[src/rtl/ibex_ex_wb_buffer_pkg.sv]
// Shared types for the EX->WB result buffer and its forwarding selector.
package ibex_ex_wb_buffer_pkg;

  localparam int unsigned EX_WB_DATA_W = 32;
  localparam int unsigned RF_ADDR_W    = 5;

  // One completed EX result waiting for register-file writeback.
  typedef struct packed {
    logic [EX_WB_DATA_W-1:0] result;
    logic [RF_ADDR_W-1:0]    rd_addr;
    logic                    we;
    logic                    vxsat;
  } ex_wb_entry_t;

  // Pointer width with an extra wrap bit so full and empty stay distinct.
  function automatic int unsigned ex_wb_ptr_w(input int unsigned depth);
    return $clog2(depth) + 1;
  endfunction

endpackage

[src/rtl/ibex_ex_wb_fwd_sel.sv]
// Youngest-match forwarding selector over the buffered results for one source register.
module ibex_ex_wb_fwd_sel
  import ibex_ex_wb_buffer_pkg::*;
#(
  parameter  int unsigned Depth = 2,
  localparam int unsigned AW    = $clog2(Depth)
) (
  input  logic [Depth-1:0]                   i_valid,
  input  logic [Depth-1:0]                   i_we,
  input  logic [Depth-1:0][RF_ADDR_W-1:0]    i_rd_addr,
  input  logic [Depth-1:0][EX_WB_DATA_W-1:0] i_data,
  input  logic [AW-1:0]                      i_wr_idx,
  input  logic [RF_ADDR_W-1:0]               i_rs_addr,
  output logic                               o_hit,
  output logic [EX_WB_DATA_W-1:0]            o_data
);

  logic [AW-1:0] w_idx;

  // Walk from oldest to youngest slot so the youngest match overwrites older ones; x0 never hits.
  always_comb begin
    o_hit  = 1'b0;
    o_data = '0;
    w_idx  = '0;
    for (int k = Depth - 1; k >= 0; k--) begin
      w_idx = i_wr_idx - AW'(k + 1);
      if (i_valid[w_idx] && i_we[w_idx] && (i_rd_addr[w_idx] == i_rs_addr) &&
          (i_rs_addr != '0)) begin
        o_hit  = 1'b1;
        o_data = i_data[w_idx];
      end
    end
  end

endmodule

[src/rtl/ibex_ex_wb_buffer.sv]
// In-order result FIFO between EX and writeback with operand forwarding and sticky vxsat.
module ibex_ex_wb_buffer
  import ibex_ex_wb_buffer_pkg::*;
#(
  parameter int unsigned Depth    = 2,
  parameter bit          ResetAll = 1'b0
) (
  input  logic                          clk_i,
  input  logic                          rst_ni,
  input  logic                          ex_valid_i,
  output logic                          ex_ready_o,
  input  logic [EX_WB_DATA_W-1:0]       ex_result_i,
  input  logic [RF_ADDR_W-1:0]          ex_rd_addr_i,
  input  logic                          ex_rd_we_i,
  input  logic                          ex_vxsat_set_i,
  output logic                          wb_valid_o,
  input  logic                          wb_ready_i,
  output logic [EX_WB_DATA_W-1:0]       wb_result_o,
  output logic [RF_ADDR_W-1:0]          wb_rd_addr_o,
  output logic                          wb_rd_we_o,
  input  logic                          flush_i,
  input  logic [1:0][RF_ADDR_W-1:0]     fwd_rs_addr_i,
  output logic [1:0]                    fwd_hit_o,
  output logic [1:0][EX_WB_DATA_W-1:0]  fwd_data_o,
  input  logic                          vxsat_we_i,
  input  logic                          vxsat_wdata_i,
  output logic                          vxsat_o
);

  localparam int unsigned AW = $clog2(Depth);
  localparam int unsigned PW = ex_wb_ptr_w(Depth);

  logic [PW-1:0]  r_wr_ptr;
  logic [PW-1:0]  r_rd_ptr;
  logic [Depth-1:0] r_valid;
  ex_wb_entry_t   r_entries [Depth];
  logic           r_vxsat;

  logic [PW-1:0]  w_count;
  logic           w_full;
  logic           w_empty;
  logic           w_push;
  logic           w_pop;
  logic [AW-1:0]  w_wr_idx;
  logic [AW-1:0]  w_rd_idx;
  ex_wb_entry_t   w_new;
  ex_wb_entry_t   w_head;

  logic [Depth-1:0]                   w_ent_we;
  logic [Depth-1:0][RF_ADDR_W-1:0]    w_ent_rd;
  logic [Depth-1:0][EX_WB_DATA_W-1:0] w_ent_data;

  // Occupancy comes from registered pointers only, so ex_ready_o never depends on wb_ready_i.
  assign w_count  = r_wr_ptr - r_rd_ptr;
  assign w_full   = (w_count == PW'(Depth));
  assign w_empty  = (w_count == '0);
  assign w_wr_idx = r_wr_ptr[AW-1:0];
  assign w_rd_idx = r_rd_ptr[AW-1:0];

  assign ex_ready_o = ~w_full;
  assign wb_valid_o = ~w_empty;
  assign w_push     = ex_valid_i & ~w_full & ~flush_i;
  assign w_pop      = ~w_empty & wb_ready_i & ~flush_i;

  assign w_new.result  = ex_result_i;
  assign w_new.rd_addr = ex_rd_addr_i;
  assign w_new.we      = ex_rd_we_i;
  assign w_new.vxsat   = ex_vxsat_set_i;

  assign w_head       = r_entries[w_rd_idx];
  assign wb_result_o  = w_head.result;
  assign wb_rd_addr_o = w_head.rd_addr;
  assign wb_rd_we_o   = w_head.we & wb_valid_o;
  assign vxsat_o      = r_vxsat;

  // Pointer and per-entry valid tracking; flush wins over any push or pop in the same cycle.
  always_ff @(posedge clk_i or negedge rst_ni) begin
    if (!rst_ni) begin
      r_wr_ptr <= '0;
      r_rd_ptr <= '0;
      r_valid  <= '0;
    end else if (flush_i) begin
      r_wr_ptr <= '0;
      r_rd_ptr <= '0;
      r_valid  <= '0;
    end else begin
      if (w_push) begin
        r_wr_ptr           <= r_wr_ptr + PW'(1);
        r_valid[w_wr_idx]  <= 1'b1;
      end
      if (w_pop) begin
        r_rd_ptr           <= r_rd_ptr + PW'(1);
        r_valid[w_rd_idx]  <= 1'b0;
      end
    end
  end

  // Sticky vxsat: a CSR write is younger than the popping entry, so it takes priority.
  always_ff @(posedge clk_i or negedge rst_ni) begin
    if (!rst_ni) begin
      r_vxsat <= 1'b0;
    end else if (vxsat_we_i) begin
      r_vxsat <= vxsat_wdata_i;
    end else if (w_pop && w_head.vxsat) begin
      r_vxsat <= 1'b1;
    end
  end

  // Entry storage; reset only when ResetAll is set, otherwise plain enabled flops.
  if (ResetAll) begin : g_store_rst
    // Write the incoming result into the slot at the write pointer.
    always_ff @(posedge clk_i or negedge rst_ni) begin
      if (!rst_ni) begin
        for (int i = 0; i < Depth; i++) begin
          r_entries[i] <= '0;
        end
      end else if (w_push) begin
        r_entries[w_wr_idx] <= w_new;
      end
    end
  end else begin : g_store_norst
    // Write the incoming result into the slot at the write pointer.
    always_ff @(posedge clk_i) begin
      if (w_push) begin
        r_entries[w_wr_idx] <= w_new;
      end
    end
  end

  // Flatten stored fields for the forwarding selectors.
  always_comb begin
    w_ent_we   = '0;
    w_ent_rd   = '0;
    w_ent_data = '0;
    for (int i = 0; i < Depth; i++) begin
      w_ent_we[i]   = r_entries[i].we;
      w_ent_rd[i]   = r_entries[i].rd_addr;
      w_ent_data[i] = r_entries[i].result;
    end
  end

  for (genvar s = 0; s < 2; s++) begin : g_fwd
    ibex_ex_wb_fwd_sel #(
      .Depth(Depth)
    ) u_fwd_sel (
      .i_valid   (r_valid),
      .i_we      (w_ent_we),
      .i_rd_addr (w_ent_rd),
      .i_data    (w_ent_data),
      .i_wr_idx  (w_wr_idx),
      .i_rs_addr (fwd_rs_addr_i[s]),
      .o_hit     (fwd_hit_o[s]),
      .o_data    (fwd_data_o[s])
    );
  end

endmodule

[config.mk]
export PLATFORM = sky130hd
export DESIGN_NAME = ibex_ex_wb_buffer
export DESIGN_NICKNAME = d
export VERILOG_FILES = /design/src/rtl/ibex_ex_wb_buffer_pkg.sv /design/src/rtl/ibex_ex_wb_fwd_sel.sv /design/src/rtl/ibex_ex_wb_buffer.sv
export SDC_FILE = /design/constraint.sdc
export NUM_CORES = 1
export LEC_CHECK = 0
export ABC_CLOCK_PERIOD_IN_PS = 5600
export CORE_MARGIN = 1.5
export CORE_UTILIZATION = 40
export CTS_BUF_LIST = sky130_fd_sc_hd__clkbuf_8
export CTS_CLUSTER_SIZE = 24
export DETAILED_ROUTE_END_ITERATION = 8
export PLACE_DENSITY = 0.67
export SETUP_SLACK_MARGIN = 0.1
export SYNTH_ARGS = -nofsm -noshare
export SYNTH_HDL_FRONTEND = slang
export SYNTH_SLANG_ARGS = --single-unit
export TNS_END_PERCENT = 5
[constraint.sdc]
create_clock -name clk_i -period 5.6 [get_ports clk_i]
set_clock_uncertainty 0.2 [all_clocks]
set_input_delay 0.56 -clock clk_i [delete_from_list [all_inputs] [get_ports clk_i]]
set_output_delay 0.56 -clock clk_i [all_outputs]
set_load 0.01 [all_outputs]
==> results_dict.tcl, run 1 <==
set metrics [dict create \
    status "finished, final reports clean" \
    final-max-slew-violation-count 0 \
    synth_top_area_share_pct 43.2 \
    synthArstFlopShare_pct 8.24 \
    final_util_pct 55.4 \
    ys_ff_latch 85 \
    ff2ff_path_depth 5 \
    finalCritPeriodShare_pct 91.5 \
    pin_count 163 \
    drc_errors 0 \
    dieHeight_um 119 \
    syn_nets 492 \
    fin_nets 639 \
    rr_endpoint "r_entries[1][22]" \
    rows 42 \
    io_buffers 162 \
    cts-buffers-inserted 9 \
    synth_top_area_cell "edfxtp_1" \
    p_sw_uw 721 \
    cts_resized 0 \
    die_w_um 119 \
    path_cells "mux2i_1, xnor2_1, nor2_1, nand2_2, o2bb2ai_1, clkdlybuf4s50_1" \
    diodes 0 \
    fin_tns_setup_ns 0 \
    dr.pass1.iters 4 \
    hpwlAfterDp_um 10000 \
    timing.slew.headroom_pct 23.0 \
    cts_tree "yes" \
    antenna_found_initial 0 \
    clk_pin_slew_worst_paths_ns 0.08 \
    rsz0062_at_grt "false" \
    setup_viol 0 \
    overflow 0 \
    route.detailed.wl_per_inst_um 19.4 \
    clock_latency_ns 0.35 \
    fmax_mhz 195 \
    cts.path.max_buffers 2 \
    hold_violations 0 \
    power_density_mw_per_mm2 288 \
    viasPerCell 5.46 \
    synthDistinctLibCells 36 \
    endpoint_kind "output port" \
    ant_nets 0 \
    min_period_ns 5.12 \
    post_cts.repair.setup_buffers 0 \
    synth_area_mm2 0.00543 \
    cp.arrival_ns 4.36 \
    worst-r2r-setup-slack_ns 2.59 \
    startpoint_type "flip-flop" \
    synth_area_leaders "edfxtp_1, mux2i_1, mux2_2" \
    power.share.switching_pct 34.1 \
    h-tree-depth 3 \
    fp.dieArea_mm2 0.0143 \
    power_leakage_nw 2.75 \
    min_path_type "in2async" \
    avgSynthCellArea_um2 12.4 \
    wl_um 14800 \
    pwr-share-seq_pct 41.7 \
    drive_gt1_share_pct 15.6 \
    drv_cap 0 \
    postSynthCellCount 436 \
    p_clk_share_pct 17.1 \
    regToRegStartpoint "r_rd_ptr[0]" \
    ir_drop_uv 171 \
    hold_buffers 0 \
    yosysWarnings 0 \
    first_iter_violations 236 \
    required_ns 4.84 \
    grt_use_total_pct 20.6 \
    grt_max_degree 51 \
    coreArea_mm2 0.0132 \
    area_delta_synth_final_pct 35.2 \
    synth-edff-count 78 \
    cts.root.buffer_cell "clkbuf_8" \
    initial_core_util_pct 41.0 \
    cp_max_fo 34 \
    crit_type "reg2out" \
    num_vias 4173 \
    synth_top_flop_cell "edfxtp_1" \
    routabilityCongestion 0.848 \
    cts_sinks 85 \
    cpMaxStageDelayCell "nand2_2" \
    crit_path_max_incr_delay_ns 0.85 \
    ys_top_cells_by_count "mux2i_1, edfxtp_1, mux2_2" \
    grt_pass1_vias 4387 \
    power_frac_comb_pct 41.2 \
    grt_first_pass_wirelength_um 22800 \
    ys_seq_area_share_pct 46.4 \
    p_int_mw 1.39 \
    worst_slew_pin_slew_ns 1.16 \
    nFillCells 1154 \
    synth.most_common_cell "mux2i_1" \
]
cells in the final DEF (no fill, tap or decap), types with 2 or more instances in the layout:
cell / synthesis / layout
a21oi_1: 14 / 14
a22o_1: 2 / 2
a31oi_1: 2 / 2
buf_4: 2 / 10
clkbuf_8: 0 / 9
clkdlybuf4s50_1: 0 / 162
clkinv_2: 0 / 2
dfrtp_1: 7 / 5
edfxtp_1: 78 / 78
inv_1: 2 / 7
mux2_2: 57 / 57
mux2i_1: 107 / 107
nand2_1: 4 / 4
nand2b_1: 2 / 2
nand3_1: 43 / 43
nand3b_1: 13 / 13
nor2_1: 10 / 9
nor3_1: 7 / 5
nor3_2: 0 / 2
nor4_2: 1 / 2
nor4_4: 2 / 2
o2bb2ai_1: 14 / 14
xnor2_1: 19 / 19
xor2_1: 4 / 4
worst max path at each step:
stage	start	endpoint	slack, ns	cells after the start
floorplan	r_wr_ptr[0]	r_entries[1][0]	1.05	4
global placement	fwd_rs_addr_i[5]	fwd_data_o[39]	0.92	7
detailed placement	fwd_rs_addr_i[5]	fwd_data_o[39]	0.91	7
CTS	r_wr_ptr[0]	fwd_data_o[39]	0.56	6
global route	r_wr_ptr[0]	fwd_data_o[39]	0.35	6
finish	r_wr_ptr[0]	fwd_data_o[39]	0.48	6
worst max-delay path: cells and delay by family (launching register included):
family	cells	cell delay (ns)
and+or+nand+nor	2	1.63
DFF	1	0.76
buffers and inverters	1	0.62
AOI/OAI and AO/OA	1	0.50
muxes	1	0.38
xor gates and xnor gates	1	0.11
cell type report:
cell class / instances / area, um^2 / share of cell area (%)
Clock inverter: 7 / 28.8 / 0.392
Sequential cell: 85 / 2520 / 34.4
Timing Repair Buffer: 172 / 1700 / 23.1
Inverter: 2 / 7.51 / 0.102
Multi-Input combinational cell: 313 / 2740 / 37.3
Tap cell: 176 / 220 / 3.00
Clock buffer: 9 / 124 / 1.69
per-stage QoR:
stage	instances	cell area [um^2]	worst slack (ns)	hold slack, ns	total power, mW
5_1_grt	764	7340	0.351	0.291	2.22
3_3_place_gp	748	7180	0.915	0.331	1.76
2_1_floorplan	436	5430	1.05	0.0644	1.39
4_1_cts	764	7340	0.558	0.266	2.14
3_5_place_dp	748	7180	0.908	0.344	1.77
6_report	764	7340	0.478	0.270	2.11
power by group through the flow:
stage	clock (mW)	combinational, mW	sequential, mW
floorplan	0	0.589	0.802
global placement	0	0.866	0.894
detailed placement	0	0.870	0.899
CTS	0.374	0.876	0.885
global route	0.399	0.925	0.895
finish	0.362	0.870	0.881
layer usage:
| layer | vias to the layer above | global-route usage, % | share of wire, % | wire length, um |
|---|---|---|---|---|
| li1 | 1972 | - | - | - |
| met1 | 2036 | 26.4 | 44 | 6570 |
| met2 | 145 | 33.8 | 47 | 6930 |
| met3 | 20 | 5.36 | 6.9 | 1020 |
| met4 | 0 | 7.37 | 1.8 | 267 |
| met5 | - | 0 | 0 | 0 |
state kept, by name, indices dropped and copies added (netlist names):
signal     flops
r_rd_ptr       2
r_valid        2
vxsat_o        1
r_entries     78
r_wr_ptr       2
logic make-up (layout without fill, tap and decap cells):
group	count (synthesis)	after routing	synth area share [%]
mux	165	165	31.8
xor+xnor	23	23	3.71
compound gates	36	36	4.68
simple gates	89	89	9.57
buf+inv	38	190	3.83
flops	85	85	46.4
Note: power is estimated with default switching activity, not from simulation.
==> run 2: changes to the inputs <==
SLEW_MARGIN = 20   (was unset)
==> results_dict.tcl, run 2 (synthesis gave the netlist of run 1 again) <==
set metrics [dict create \
    status "finished, final reports clean" \
    ant_nets 0 \
    h-tree-depth 3 \
    overflow 0 \
    min_period_ns 5.10 \
    power_density_mw_per_mm2 288 \
    ir_drop_uv 187 \
    grt_use_total_pct 20.6 \
    p_total_mw 2.11 \
    antenna_found_initial 0 \
    drc_errors 0 \
    cp.depth 6 \
    post_cts.repair.setup_buffers 0 \
    setup_ws_ns 0.505 \
    rsz0062_at_grt "false" \
    worst-r2r-setup-slack_ns 2.64 \
    viasPerCell 5.43 \
    grt_pass1_vias 4390 \
    rows 42 \
    area_delta_synth_final_pct 35.3 \
    pin_count 163 \
    first_iter_violations 200 \
    crit_path_max_incr_delay_ns 0.84 \
    crit_path_end "fwd_data_o[39]" \
    ff2ff_path_depth 4 \
    hold_buffers 0 \
    timing.slew.headroom_pct 33.6 \
    cpLargestDelayFamily "simple AND/OR/NAND/NOR gates" \
    route.detailed.wl_per_inst_um 19.3 \
    fin_nets 639 \
    hold_violations 0 \
    mostFrequentLayoutCells "clkdlybuf4s50_1, mux2i_1, edfxtp_1, mux2_2, nand3_1" \
    largest_register "r_entries" \
    worst_slew_pin_slew_ns 0.993 \
    power_leakage_nw 2.75 \
    min_path_type "in2async" \
    placed_cells 748 \
    post-place-ws_ns 0.885 \
    cts_resized 0 \
    crit_path_start "r_wr_ptr[0]" \
    cp_max_fo 34 \
    met1Wirelength_um 6340 \
    crit_type "reg2out" \
    cts-buffers-inserted 9 \
    p_clk_share_pct 17.1 \
    cts_tree "yes" \
    wl_met2_um 7030 \
    final-max-slew-violation-count 0 \
    setup_viol 0 \
    diodes 0 \
    path_buf_inv 1 \
    path_cells "mux2i_1, xnor2_1, nor2_1, nand2_2, o2bb2ai_1, clkdlybuf4s50_1" \
    clock_latency_ns 0.35 \
    dieHeight_um 119 \
    top_layer "met4" \
    dr_wl_met3_um 1170 \
    fp.dieArea_mm2 0.0143 \
    layout.cells.non_filler 764 \
    layout_commonest_cell "clkdlybuf4s50_1" \
    num_vias 4152 \
    nFillCells 1181 \
    rr_endpoint "r_entries[1][26]" \
    dr.pass1.iters 4 \
    pwr-share-seq_pct 41.8 \
    cpMaxStageDelayCell "nand2_2" \
    grt_first_pass_wirelength_um 22800 \
    regToRegStartpoint "r_wr_ptr[0]" \
    initial_core_util_pct 41.0 \
    clk_pin_slew_worst_paths_ns 0.08 \
    finalCritPeriodShare_pct 91.0 \
    grt_max_degree 51 \
    power.share.switching_pct 34.0 \
    fmax_mhz 196 \
    io_buffers 162 \
    cts.path.max_buffers 2 \
    cts.root.buffer_cell "clkbuf_8" \
    largest_reg_flops 78 \
    p_sw_uw 718 \
    hold_slack_ns 0.269 \
    fin_tns_setup_ns 0 \
    drv_cap 0 \
    wl_um 14700 \
    startpoint_type "flip-flop" \
    die_w_um 119 \
    required_ns 4.84 \
    hpwlAfterDp_um 9930 \
    endpoint_kind "output port" \
    coreArea_mm2 0.0132 \
    cp.arrival_ns 4.34 \
    drive_gt1_share_pct 15.6 \
    power_frac_comb_pct 41.0 \
    cts_sinks 85 \
    routabilityCongestion 0.848 \
    p_int_mw 1.39 \
]
-- run 2: cell counts in the layout (fill, tap and decap cells not counted) --
No cell type changed its count.
-- run 2: power by group through the flow --
stage	sequential (mW)	clock (mW)	combinational, mW
3_3_place_gp	0.894	0	0.866
5_1_grt	0.897	0.397	0.922
6_report	0.883	0.362	0.866
4_1_cts	0.885	0.370	0.872
3_5_place_dp	0.899	0	0.865
2_1_floorplan	0.802	0	0.589
-- run 2: cell type report --
cell class	instances	area, um^2	area share, %
Clock inverter	7	28.8	0.392
Sequential cell	85	2520	34.4
Clock buffer	9	124	1.69
Multi-Input combinational cell	313	2740	37.3
Timing Repair Buffer	172	1700	23.1
Tap cell	176	220	3.00
Inverter	2	7.51	0.102
-- run 2: worst min path at each step --
stage | to | slack (ns) | cells after the start
after floorplan | r_rd_ptr[0] | 0.06 | 0
after global placement | vxsat_o | 0.33 | 2
after detailed placement | vxsat_o | 0.34 | 2
after CTS | r_wr_ptr[1] | 0.26 | 1
after global routing | r_wr_ptr[1] | 0.28 | 1
final | r_wr_ptr[1] | 0.27 | 1
-- run 2: metrics by stage --
stage          util, %  instance area (um^2)
6_report          55.4                  7340
5_1_grt           55.4                  7340
4_1_cts           55.4                  7340
3_5_place_dp      54.3                  7190
3_3_place_gp      54.3                  7180
2_1_floorplan        -                  5430
-- run 2: worst reg2reg max path: stages (launching register included) --
cell     delay, ns
dfrtp_4       0.77
buf_4         0.72
inv_1         0.25
nor3_2        0.26
buf_4         0.42
-- run 2: metal layers --
| metal | track usage, % | up-vias |
|---|---|---|
| li1 | - | 1963 |
| met1 | 26.5 | 2006 |
| met2 | 33.7 | 170 |
| met3 | 5.22 | 13 |
| met4 | 7.66 | 0 |
| met5 | 0 | - |
